## src/rtl/pp_exp_max_buffer.sv

```systemverilog
// Group buffer for the SD4 MAC alignment stage: collects N (exp, pp) pairs while tracking the
// largest exponent among nonzero-magnitude pps, then replays them in order tagged with that maximum.
module pp_exp_max_buffer #(
  parameter int N = 8
) (
  input  logic       clk,
  input  logic       rst,
  input  logic       in_valid,
  output logic       in_ready,
  input  logic [4:0] in_exp,
  input  logic [4:0] in_pp,
  output logic       out_valid,
  input  logic       out_ready,
  output logic [4:0] out_exp,
  output logic [4:0] out_exp_max,
  output logic [4:0] out_pp,
  output logic       out_last
);

  localparam int W = (N > 1) ? $clog2(N) : 1;
  localparam logic [W-1:0] LAST_IDX = W'(N - 1);

  typedef enum logic {FILL, DRAIN} state_t;

  state_t       state;
  state_t       state_nxt;
  logic [W-1:0] wr_idx;
  logic [W-1:0] rd_idx;
  logic [4:0]   max_reg;
  logic [9:0]   buffer [N];

  logic in_xfer;
  logic out_xfer;
  logic last_wr;
  logic last_rd;
  logic raise_max;

  always_ff @(posedge clk or posedge rst) begin
    if (rst) begin
      state <= FILL;
    end else begin
      state <= state_nxt;
    end
  end

  always_comb begin
    state_nxt = state;
    in_ready  = 1'b0;
    out_valid = 1'b0;
    case (state)
      FILL: begin
        in_ready = 1'b1;
        if (in_valid && last_wr) begin
          state_nxt = DRAIN;
        end
      end
      DRAIN: begin
        out_valid = 1'b1;
        if (out_ready && last_rd) begin
          state_nxt = FILL;
        end
      end
      default: state_nxt = FILL;
    endcase
  end

  assign in_xfer   = in_valid && in_ready;
  assign out_xfer  = out_valid && out_ready;
  assign last_wr   = (wr_idx == LAST_IDX);
  assign last_rd   = (rd_idx == LAST_IDX);
  // Zero-magnitude pps (either sign) contribute nothing after alignment, so they must not set the max.
  assign raise_max = in_xfer && (in_pp[3:0] != 4'd0) && (in_exp > max_reg);

  always_ff @(posedge clk or posedge rst) begin
    if (rst) begin
      wr_idx  <= '0;
      rd_idx  <= '0;
      max_reg <= '0;
      for (int i = 0; i < N; i++) begin
        buffer[i] <= '0;
      end
    end else begin
      if (in_xfer) begin
        buffer[wr_idx] <= {in_exp, in_pp};
        if (!last_wr) begin
          wr_idx <= wr_idx + W'(1);
        end
      end
      if (raise_max) begin
        max_reg <= in_exp;
      end
      if (out_xfer) begin
        if (last_rd) begin
          wr_idx  <= '0;
          rd_idx  <= '0;
          max_reg <= '0;
        end else begin
          rd_idx <= rd_idx + W'(1);
        end
      end
    end
  end

  // Outputs are masked outside DRAIN so stale buffer data never appears while filling.
  always_comb begin
    out_exp     = 5'd0;
    out_pp      = 5'd0;
    out_exp_max = 5'd0;
    out_last    = 1'b0;
    if (state == DRAIN) begin
      out_exp     = buffer[rd_idx][9:5];
      out_pp      = buffer[rd_idx][4:0];
      out_exp_max = max_reg;
      out_last    = last_rd;
    end
  end

endmodule

```

## config.mk

```make
export PLATFORM = sky130hd
export DESIGN_NAME = pp_exp_max_buffer
export DESIGN_NICKNAME = d
export VERILOG_FILES = /design/src/rtl/pp_exp_max_buffer.sv
export SDC_FILE = /design/constraint.sdc
export NUM_CORES = 1
export LEC_CHECK = 0
export ABC_AREA = 1
export CORE_ASPECT_RATIO = 1.75
export CORE_MARGIN = 3
export CORE_UTILIZATION = 59
export DETAILED_ROUTE_END_ITERATION = 7
export PLACE_DENSITY = 0.8
export SLEW_MARGIN = 20
export SYNTH_ARGS = -nofsm -noshare
export SYNTH_HDL_FRONTEND = slang
export SYNTH_SLANG_ARGS = --single-unit
```

## constraint.sdc

```tcl
create_clock -name clk -period 4 [get_ports clk]
set_input_delay 0.8 -clock clk [delete_from_list [all_inputs] [get_ports clk]]
set_output_delay 0.8 -clock clk [all_outputs]
set_load 0.01 [all_outputs]
```

==> flow_metrics.env <==
export IMPL_netlist_area_um2=4510
export IMPL_required_ns=3.20
export IMPL_combPwrFrac_pct=39.9
export IMPL_pwr_share_seq_pct=39.1
export IMPL_yosysTopAreaCell="dfrtp_1"
export IMPL_finalHoldViolCount=0
export IMPL_dr_pass1_iters=5
export IMPL_drc_errors=0
export IMPL_area_delta_synth_final_pct=14.3
export IMPL_avgRoutedWirePerCell_um=15.9
export IMPL_synthAdderAreaFrac_pct=2.22
export IMPL_drive_gt1_share_pct=6.56
export IMPL_fp_dieW_um=72.1
export IMPL_synthSimpleGateAreaFrac_pct=19.9
export IMPL_swShare_pct=38.3
export IMPL_synth_top_family_by_area="simple AND/OR/NAND/NOR gates"
export IMPL_finalClockSkew_ns=0.00432
export IMPL_synth_warnings=0
export IMPL_end_kind="output port"
export IMPL_finalNetCount=597
export IMPL_top_layer="met4"
export IMPL_maxCapViolations=0
export IMPL_dp_hpwl_um=7020
export IMPL_synth_xor_area_share_pct=0
export IMPL_power_switching_w=0.00165
export IMPL_rsz0062_at_grt="no"
export IMPL_diodes=0
export IMPL_holdBufCountCts=0
export IMPL_min_period_ns=3.35
export IMPL_grt_remaining_overflow=0
export IMPL_finalCritPeriodShare_pct=83.8
export IMPL_antenna_found_initial=0
export IMPL_root_buffer="clkbuf_16"
export IMPL_finalSetupViolCount=0
export IMPL_ir_drop_mv=0.559
export IMPL_cts_tree="yes"
export IMPL_ys_ff_latch=92
export IMPL_die_h_um=122
export IMPL_ys_seq_area_share_pct=51.0
export IMPL_core_um2=7340
export IMPL_first_global_vias=3781
export IMPL_internal_power_w=0.00265
export IMPL_worstSkewPairLatency_ns=0.35
export IMPL_drv_slew=0
export IMPL_place_gp_congestion=0.869
export IMPL_grt_max_degree=48
export IMPL_clock_path_buffers=2
export IMPL_postRouteAntennaNets=0
export IMPL_cts_setup_buffers=0
export IMPL_cts_buffers=9
export IMPL_placedCellCount=650
export IMPL_final_cell_mix="nand2_1 (120), o21ai_0 (113), dfrtp_1 (92), nor2_1 (70), inv_1 (53)"
export IMPL_yosysTopAreaCellShare_pct=51.0
export IMPL_final_common_cell="nand2_1"
export IMPL_worst_pin_slew_ns=1.04
export IMPL_htreeDepth=3
export IMPL_track_usage_pct=26.9
export IMPL_grt_pass1_wl_um=18200
export IMPL_synthCells=562
export IMPL_synth_compound_area_share_pct=18.6
export IMPL_cts_resized=0
export IMPL_cp_start_kind="flop"
export IMPL_power_leakage_nw=2.46
export IMPL_portBuffers=31
export IMPL_p_per_area_nw_per_um2=835
export IMPL_wl_met2_um=5440
export IMPL_rows=41
export IMPL_slew_headroom_pct=30.2
export IMPL_yosysUniqueCellTypes=22
export IMPL_die_area_um2=8780
export IMPL_initial_utilization_pct=61.5
export IMPL_tns_ns=0
export IMPL_whs_ns=0.485
export IMPL_final_cells=665
export IMPL_synthMuxAreaShare_pct=0
export IMPL_reg2reg_slack_ns=1.78
export IMPL_cp_arrival_ns=2.55
export IMPL_critPathMaxFanout=22
export IMPL_hold_class="flop to flop"
export IMPL_synth_area_leaders="dfrtp_1 (51%), o21ai_0 (13%), nand2_1 (10%)"
export IMPL_crit_type="flop to output port"
export IMPL_avgSynthCellArea_um2=8.03
export IMPL_fillers=615
export IMPL_path_clk_slew_ns=0.06
export IMPL_fmax_mhz=298
export IMPL_clkPwrFrac_pct=21.0
export IMPL_clock_sinks=92
export IMPL_routed_wl_um=10600
export IMPL_synth_net_count=584
export IMPL_avgViaCountPerCell=5.77
export IMPL_largest_register_ffs=80
export IMPL_status="complete, no violations"
export IMPL_dr_wl_met3_um=560
export IMPL_drt_iter0_markers=453
export IMPL_wl_met1_um=4330
export IMPL_ios=32
export IMPL_vias=3839
-- power groups by stage --
stage               Clock [W]  Sequential, W  Combinational [W]
floorplan                   0        0.00153            0.00125
global placement            0        0.00167            0.00164
detailed placement          0        0.00169            0.00169
CTS                  0.000911        0.00168            0.00172
global route         0.000953        0.00174            0.00197
finish               0.000903        0.00168            0.00172
-- layout make-up --
cell class / count / area (um^2) / area share, %
Clock inverter: 4 / 73.8 / 1.43
Timing Repair Buffer: 35 / 365 / 7.09
Inverter: 56 / 214 / 4.15
Clock buffer: 11 / 243 / 4.71
Sequential cell: 92 / 2300 / 44.6
Multi-Input combinational cell: 381 / 1850 / 35.9
Tap cell: 86 / 108 / 2.09
-- synth_stat cells --
cell,number
nor2_1,70
ha_1,8
inv_1,54
nand2_1,120
buf_2,11
buf_4,4
nor3_1,1
o211ai_1,10
nor3_4,1
dfrtp_1,92
inv_4,1
nand2_4,1
nand3_1,20
clkbuf_1,17
inv_2,1
nor2_4,3
o21ai_1,3
o21ai_0,113
nor3_2,2
a21oi_1,19
a21oi_2,10
buf_6,1
-- logic make-up after synthesis --
logic type,count (synthesis)
DFF,92
buffers and inverters,89
and+or+nand+nor,218
AOI/OAI and AO/OA,155
adders and majority gates,8
-- routing by layer --
| metal | up-vias | track usage (%) |
|---|---|---|
| li1 | 1845 | - |
| met1 | 1851 | 34.6 |
| met5 | - | 0 |
| met3 | 23 | 4.79 |
| met2 | 120 | 44.5 |
| met4 | 0 | 10.7 |
-- worst max-delay path: stages, from the launching register on --
cell and delay [ns]:
dfrtp_1 0.67, inv_1 0.43, o21ai_0 0.27, o21ai_0 0.13
nor2_1 0.15, nor2_1 0.08, clkdlybuf4s50_1 0.47
-- final timing paths --
| kind | start | to | cells past startpoint |
|---|---|---|---|
| hold / removal | buffer[37] | buffer[37] | 2 |
| hold reg to reg | buffer[37] | buffer[37] | 2 |
| setup reg to reg | state | buffer[46] | 7 |
| min in group asynchronous | rst | buffer[6] | 2 |
| max in group asynchronous | rst | buffer[70] | 3 |
| setup / recovery | rd_idx[0] | out_exp[1] | 6 |
-- metrics by stage --
stage	utilization, %	worst slack (ns)	power [W]	instance area [um^2]
after floorplan	-	0.808	0.00277	4510
after global placement	65.8	1.11	0.00331	4830
after detailed placement	65.9	1.05	0.00339	4830
after CTS	70.2	0.671	0.00431	5150
after global routing	70.3	0.430	0.00466	5160
final	70.3	0.648	0.00430	5160
(Power assumes the default switching activity.)
